--- src/rtl/avg_window_ctrl.sv ---
// avg_window_ctrl
//   Sequences one averaging window at a time. Samples are accepted from an
//   upstream valid/ready source and forwarded to an external averager. The
//   averager's result is captured once its latency has elapsed. The averager
//   accumulator is then cleared before the controller returns to idle.
//
// Parameters
//   WIDTH  : sample / average width in bits
//   WINDOW : samples per averaging window (2..65535)
//   LAT    : averager latency, sample strobe to updated average (1..15)
//
// Ports
//   clk, rst               : rising-edge clock, asynchronous active-low reset
//   start, abort           : begin a window (idle only) / cancel a window
//   in_valid, in_data      : upstream sample
//   in_ready               : sample accepted when high together with in_valid
//   avg_sample(_ready)     : sample and one-cycle strobe to the averager
//   avg_clr                : averager accumulator clear
//   avg_in                 : averager result
//   result, result_valid   : captured window average and one-cycle strobe
//   busy                   : controller not idle
//   count                  : samples accepted in the current window
module avg_window_ctrl #(
  parameter int unsigned WIDTH  = 32,
  parameter int unsigned WINDOW = 16,
  parameter int unsigned LAT    = 2
) (
  input  logic             clk,
  input  logic             rst,
  input  logic             start,
  input  logic             abort,
  input  logic             in_valid,
  input  logic [WIDTH-1:0] in_data,
  output logic             in_ready,
  output logic [WIDTH-1:0] avg_sample,
  output logic             avg_sample_ready,
  output logic             avg_clr,
  input  logic [WIDTH-1:0] avg_in,
  output logic [WIDTH-1:0] result,
  output logic             result_valid,
  output logic             busy,
  output logic [15:0]      count
);

  typedef enum logic [2:0] {
    IDLE,
    FILL,
    DRAIN,
    CAPTURE,
    CLEAR
  } state_t;

  localparam logic [15:0] WIN_FULL = 16'(WINDOW);
  localparam logic [15:0] WIN_LAST = 16'(WINDOW - 1);
  localparam logic [3:0]  LAT_CNT  = 4'(LAT);

  state_t           state_q, state_d;
  logic [15:0]      count_q, count_d;
  logic [3:0]       dly_q, dly_d;
  logic [WIDTH-1:0] smp_q, smp_d;
  logic             smp_rdy_q, smp_rdy_d;
  logic [WIDTH-1:0] result_q, result_d;

  always_comb begin
    state_d   = state_q;
    count_d   = count_q;
    dly_d     = dly_q;
    smp_d     = smp_q;
    smp_rdy_d = 1'b0;
    result_d  = result_q;

    unique case (state_q)
      IDLE: begin
        if (start) begin
          state_d = FILL;
          count_d = '0;
        end
      end
      FILL: begin
        if (in_valid) begin
          smp_d     = in_data;
          smp_rdy_d = 1'b1;
          if (count_q < WIN_FULL) count_d = count_q + 16'd1;
        end
        // The strobe for a sample accepted alongside abort is still issued;
        // only the transition is overridden.
        if (abort) begin
          state_d = CLEAR;
        end else if (in_valid && (count_q == WIN_LAST)) begin
          state_d = DRAIN;
          dly_d   = '0;
        end
      end
      DRAIN: begin
        // The strobe is seen by the averager one cycle after acceptance,
        // so capture happens LAT+1 edges after the last accept.
        if (abort) begin
          state_d = CLEAR;
        end else if (dly_q == LAT_CNT) begin
          state_d  = CAPTURE;
          result_d = avg_in;
        end else begin
          dly_d = dly_q + 4'd1;
        end
      end
      CAPTURE: state_d = CLEAR;
      CLEAR:   state_d = IDLE;
      default: state_d = IDLE;
    endcase

    if (state_d == CLEAR) count_d = '0;
  end

  always_ff @(posedge clk or negedge rst) begin
    if (!rst) begin
      state_q   <= IDLE;
      count_q   <= '0;
      dly_q     <= '0;
      smp_q     <= '0;
      smp_rdy_q <= 1'b0;
      result_q  <= '0;
    end else begin
      state_q   <= state_d;
      count_q   <= count_d;
      dly_q     <= dly_d;
      smp_q     <= smp_d;
      smp_rdy_q <= smp_rdy_d;
      result_q  <= result_d;
    end
  end

  assign in_ready         = (state_q == FILL);
  assign busy             = (state_q != IDLE);
  assign result_valid     = (state_q == CAPTURE);
  // Held in clear throughout reset so the averager starts every run empty.
  assign avg_clr          = (state_q == CLEAR) | ~rst;
  assign avg_sample       = smp_q;
  assign avg_sample_ready = smp_rdy_q;
  assign result           = result_q;
  assign count            = count_q;

endmodule
--- config.mk ---
export PLATFORM = sky130hd
export DESIGN_NAME = avg_window_ctrl
export DESIGN_NICKNAME = d
export VERILOG_FILES = /design/src/rtl/avg_window_ctrl.sv
export SDC_FILE = /design/constraint.sdc
export NUM_CORES = 1
export LEC_CHECK = 0
export ABC_CLOCK_PERIOD_IN_PS = 5240
export CAP_MARGIN = 20
export CORE_ASPECT_RATIO = 0.8
export CORE_MARGIN = 3
export CORE_UTILIZATION = 45
export DETAILED_ROUTE_END_ITERATION = 7
export GPL_TIMING_DRIVEN = 0
export PLACE_DENSITY = 0.85
export SLEW_MARGIN = 20
export SYNTH_ARGS = -nofsm -noshare
export SYNTH_HDL_FRONTEND = slang
export SYNTH_SLANG_ARGS = --single-unit
--- constraint.sdc ---
create_clock -name clk -period 5.24 [get_ports clk]
set_clock_uncertainty 0.15 [all_clocks]
set_input_delay 1.048 -clock clk [delete_from_list [all_inputs] [get_ports clk]]
set_output_delay 1.048 -clock clk [all_outputs]
set_load 0.01 [all_outputs]
==> impl_metrics.csv, run 1 <==
group,metric,value,unit
yosys,yosys.area.top_type,"dfrtp_1",
die,coreArea,0.007532,mm2
sta,fin_crit_sh,0.6968,
routing,ant_nets,0,
sta,setup_viol,0,
yosys,async_flop_share,1.000,
sta,worst_slew_pin_slew,0.6754,ns
yosys,ys_seq_elements,88,
layout,drive_gt1_frac,0.2280,
routing,drc,0,
power,leakage,2.432,nW
yosys,synth_edf_count,0,
global_route,grt_antenna_before_repair,0,
clock_tree,cts_buffer_depth,2,
worst_setup_path,startpoint_type,"input port",
yosys,synth_area_per_cell,14.21,um2
worst_setup_path,crit_arrival,2.45,ns
yosys,synthFlopType,"dfrtp_1",
sta,setup_ws,1.589,ns
yosys,synth_area,0.003567,mm2
clock_tree,cts_root_buf,"clkbuf_8",
power,p_total,2.117,mW
sta,slew_headroom,0.5489,
worst_setup_path,crit_fanout,52,
yosys,netlist_top_cells_area,"dfrtp_1, mux2_2, and2_1, ha_1, inv_1",
clock_tree,cts-resized-gates,0,
layout,layout.nets,488,
place,io_buffers,153,
yosys,synth_fp_nets,323,
sta,final_max_slew_viol_count,0,
global_route,grt_first_pass_wirelength,14550,um
global_route,gr-total-overflow,0,
worst_setup_path,crit_required,4.04,ns
yosys,ys_seq_area_frac,0.6173,
yosys,synth_cells,251,
sta,hold_viol_final,0,
sta,rsz0062_at_grt,"no",
die,rows,28,
layout,final_cells,526,
power,p_per_area,386.0,mW/mm2
power,p_sw_frac,0.2675,
place,dp_cells,510,
global_route,grt_use_total,0.2024,
global_route,grt_max_degree,53,
die,start_util,0.4736,
clock_tree,cts_setup_buffers,0,
global_route,grt_pass1_vias,2776,
clock_tree,cts_max_level,3,
sta,fin_tns_setup,0,ns
layout,syn_to_final_growth,53.74,%
layout,fin_area,0.005484,mm2
clock_tree,cts_tree,"built",
sta,fin_crit,3.651,ns
place,hpwl,6794,um
place,gp_congestion,0.8505,
clock_tree,cts_inserted_buffers,9,
die,fp.dieH,85.64,um
outcome,status,"complete, no violations",
routing,routedWlPerCell,17.04,um
place,postPlaceCellArea,0.005248,mm2
clock_tree,postCtsHoldBufs,0,
power,internal-power,1.551,mW
power,pwr-share-seq,0.421,
yosys,yosysUniqueCellTypes,40,
routing,postRouteWirelength,8962,um
routing,viasPerCell,5.044,
yosys,yosys_warnings,0,
routing,drtIter0Drc,78,
die,io_pins,154,
layout,insertedDiodeCount,0,
yosys,synth_common_cells,"dfrtp_1, mux2_2, inv_1",
routing,via_count,2653,
die,die_x,105.5,um
run,maxCapViolCount,0,
routing,drtPass1Iterations,4,
sta,fmax,273.9,MHz
clock_tree,clkSinkCount,88,
power,p_switching,0.5662,mW
power,pwr-share-comb,0.321,
worst_setup_path,critPathKind,"input port to output pin",
clock_tree,clkTransAtPathRegs,0.08,ns
worst_setup_path,cp-end-kind,"output pin",
hold_path,worstHoldPathType,"flip-flop to flip-flop",
yosys,synth.most_common_cell,"dfrtp_1",
yosys,yosysTopAreaCellShare,0.6173,
die,die_area,0.009038,mm2
clock_tree,clk-insertion-delay-late,0.34,ns
place,preCtsSetupSlack,1.524,ns
power,peakVddDrop,0.0002150,V
power,clock_power_share,0.258,
[flip-flops by register name, indices dropped and copies added, names as in the netlist]
name and cells:
avg_sample 32, avg_sample_ready 1, count 16, dly_q 4
result 32, state_q 3
[final timing paths]
path,startpoint,to,slack (ns),cells past startpoint
worst min-delay path,avg_sample[10],avg_sample[10],0.36,1
min in group asynchronous,rst,count[12],0.58,1
max in group asynchronous,rst,avg_sample[5],3.73,2
worst min register to register,avg_sample[10],avg_sample[10],0.36,1
worst max register to register,dly_q[0],result[21],2.90,6
worst max-delay path,rst,avg_clr,1.59,4
[cell type report]
class | instances | area (um2)
buffer | 10 | 53.80
tap | 105 | 131.4
clock buffer | 11 | 131.4
multi-input combinational | 143 | 1274
fill | 551 | 2048
timing repair buffer | 154 | 1549
clock inverter | 5 | 105.1
inverter | 10 | 37.54
sequential | 88 | 2202
[logic make-up after synthesis]
group | after synthesis | synth area share
simple gates | 48 | 0.08768
buf+inv | 20 | 0.02560
fa+ha+maj | 3 | 0.01052
compound gates | 26 | 0.05156
xor+xnor | 1 | 0.002456
mux | 65 | 0.2048
flops | 88 | 0.6173
[metal layers]
metal	up-vias	wire (um)	GRT usage
met3	8	822	0.07901
met4	0	91	0.05882
met1	1308	3675	0.2444
met5	-	0	0
met2	117	4374	0.3403
li1	1220	-	-
[critical path, cell delays in order]
cell and delay [ns]:
buf_4 0.52, buf_12 0.30, nand2_1 0.08, clkdlybuf4s50_1 0.49
[placed cells by master, fill, tap and decap left out, types with 3 or more instances in the layout]
master / count
clkdlybuf4s50_1: 152
dfrtp_1: 88
mux2_2: 64
inv_1: 10
clkbuf_8: 9
nand2_1: 8
buf_2: 7
and2_1: 7
o21ai_0: 6
nor2_1: 4
nor2b_1: 4
a22o_1: 4
nor3_1: 3
nand3_1: 3
clkbuf_1: 3
and3_1: 3
a21oi_1: 3
buf_4: 3
ha_1: 3
bufinv_16: 3
[power by group through the flow]
stage	Clock (mW)	Combinational, mW	Sequential (mW)
2_1_floorplan	0	0.211	0.964
3_3_place_gp	0	0.668	0.894
3_5_place_dp	0	0.687	0.908
4_1_cts	0.563	0.689	0.895
5_1_grt	0.593	0.727	0.912
6_report	0.547	0.679	0.892
[metrics by stage]
stage                       util  hold WS, ns
after CTS                 0.7281       0.3637
final                     0.7281       0.3595
after global routing      0.7281       0.3759
after floorplan                -       0.3864
after global placement    0.6944       0.3367
after detailed placement  0.6967       0.3452
Note: power is estimated with default switching activity, not from simulation.
==> run 2, diff against run 1 <==
Settings changed: ABC_CLOCK_PERIOD_IN_PS 5240 to 3800, CORE_UTILIZATION 45 to 42, PLACE_DENSITY 0.85 to 0.8.
Clock period 5.24 ns to 3.8 ns, I/O delays scaled along.
==> run 2 against run 1 <==
Register-to-register slack lost 1.4 ns. Critical path type unchanged. First-iteration DRC count shrank 3.8%. Sequential share of layout area grew 0.42 points. Clock power grew 6.9%. Largest cell class unchanged. Combinational power grew 37%. Total power grew 29%.
==> impl_metrics.csv, run 2 (synthesis gave the netlist of run 1 again) <==
group,metric,value,unit
outcome,status,"complete, no violations",
die,start_util,0.4409,
layout,insertedDiodeCount,0,
sta,rsz0062_at_grt,"no",
clock_tree,clkTransAtPathRegs,0.09,ns
die,rows,29,
hold_path,worstHoldPathType,"input port to async pin",
global_route,grt_max_degree,57,
global_route,grt_use_total,0.1798,
sta,fin_crit,3.094,ns
place,dp_cells,513,
clock_tree,cts_root_buf,"clkbuf_8",
place,postPlaceCellArea,0.005251,mm2
layout,drive_gt1_frac,0.2328,
worst_setup_path,startpoint_type,"input port",
die,die_x,109.0,um
worst_setup_path,cp-end-kind,"output pin",
layout,layout.nets,488,
routing,highest_layer,"met4",
clock_tree,cts_max_level,3,
routing,drt-met1-wl,3652,um
global_route,grt_pass1_vias,2686,
sta,fin_tns_setup,0,ns
routing,met2_length,3841,um
layout,final_cell_mix,"clkdlybuf4s50_1, dfrtp_1, mux2_2",
power,leakage,2.412,nW
worst_setup_path,crit_fanout,56,
sta,setup_viol,0,
die,die_area,0.009642,mm2
die,fp.dieH,88.43,um
clock_tree,cts-resized-gates,0,
place,hpwl,6560,um
routing,via_count,2635,
sta,final_max_slew_viol_count,0,
place,preCtsSetupSlack,0.6342,ns
power,peakVddDrop,0.0003632,V
die,io_pins,154,
clock_tree,cts_buffer_depth,2,
sta,setup_ws,0.7064,ns
routing,drc,0,
clock_tree,clk-insertion-delay-late,0.35,ns
sta,slew_headroom,0.5303,
routing,postRouteWirelength,8636,um
clock_tree,postCtsHoldBufs,0,
layout,final_cells,529,
routing,drtIter0Drc,75,
global_route,grt_first_pass_wirelength,13290,um
global_route,gr-total-overflow,0,
worst_setup_path,crit_arrival,2.18,ns
clock_tree,cts_setup_buffers,0,
sta,fin_crit_sh,0.8141,
power,p_per_area,504.4,mW/mm2
die,coreArea,0.008092,mm2
routing,drtPass1Iterations,4,
routing,dr_wl_met3,1066,um
routing,routedWlPerCell,16.33,um
layout,fillerInstances,617,
layout,fin_area,0.005428,mm2
place,gp_congestion,0.7765,
worst_setup_path,critPathKind,"input port to output pin",
sta,fmax,323.2,MHz
routing,viasPerCell,4.981,
place,io_buffers,153,
layout,final_core_util,0.6708,
clock_tree,clkSinkCount,88,
worst_setup_path,crit_required,2.89,ns
routing,ant_nets,0,
layout,syn_to_final_growth,52.16,%
power,p_total,2.738,mW
sta,hold_viol_final,0,
sta,worst_slew_pin_slew,0.7046,ns
layout,layout_commonest_cell,"clkdlybuf4s50_1",
sta,holdWs,0.3014,ns
clock_tree,cts_tree,"built",
global_route,grt_antenna_before_repair,0,
run,maxCapViolCount,0,
clock_tree,cts_inserted_buffers,9,
## run 2: cell count changes in the layout (fill, tap and decap cells not counted)
cell,previous run,this run
clkinv_4,0,1
bufinv_16,3,0
clkinvlp_4,2,1
clkinv_2,0,2
clkbuf_1,3,1
inv_6,0,3
## run 2: final cells by class
| cell class | count | area [um2] | share of cell area |
|---|---|---|---|
| plain buffers | 10 | 53.80 | 0.009912 |
| inverters | 10 | 37.54 | 0.006916 |
| clock inverters | 7 | 52.55 | 0.009682 |
| multi-input cells | 143 | 1274 | 0.2347 |
| flip-flops and latches | 88 | 2202 | 0.4057 |
| clock buffers | 9 | 123.9 | 0.02282 |
| well taps | 108 | 135.1 | 0.02490 |
| repair buffers | 154 | 1549 | 0.2854 |
## run 2: worst paths after layout
check,start,to,slack [ns],cells past startpoint
min in group clk,result[24],result[24],0.36,1
worst min register to register,result[24],result[24],0.36,1
worst min-delay path,rst,avg_sample[15],0.30,1
max in group asynchronous,rst,count[10],2.57,2
worst max-delay path,rst,avg_clr,0.71,4
worst max register to register,dly_q[0],result[17],1.54,6
## run 2: layer usage
layer  vias to the layer above  global-route usage
li1                       1228                   -
met1                      1280              0.2249
met2                       118              0.2832
met3                         9             0.08242
met4                         0             0.05161
met5                         -                   0
## run 2: critical path, stage by stage
cell	delay, ns
buf_4	0.54
buf_12	0.29
nand2_1	0.08
clkdlybuf4s50_1	0.49
## run 2: report_power, final
group          internal [mW]  leakage, nW  switching, mW
combinational          0.574         1.17          0.354
sequential              1.13         1.15         0.0992
clock                  0.243       0.0904          0.341
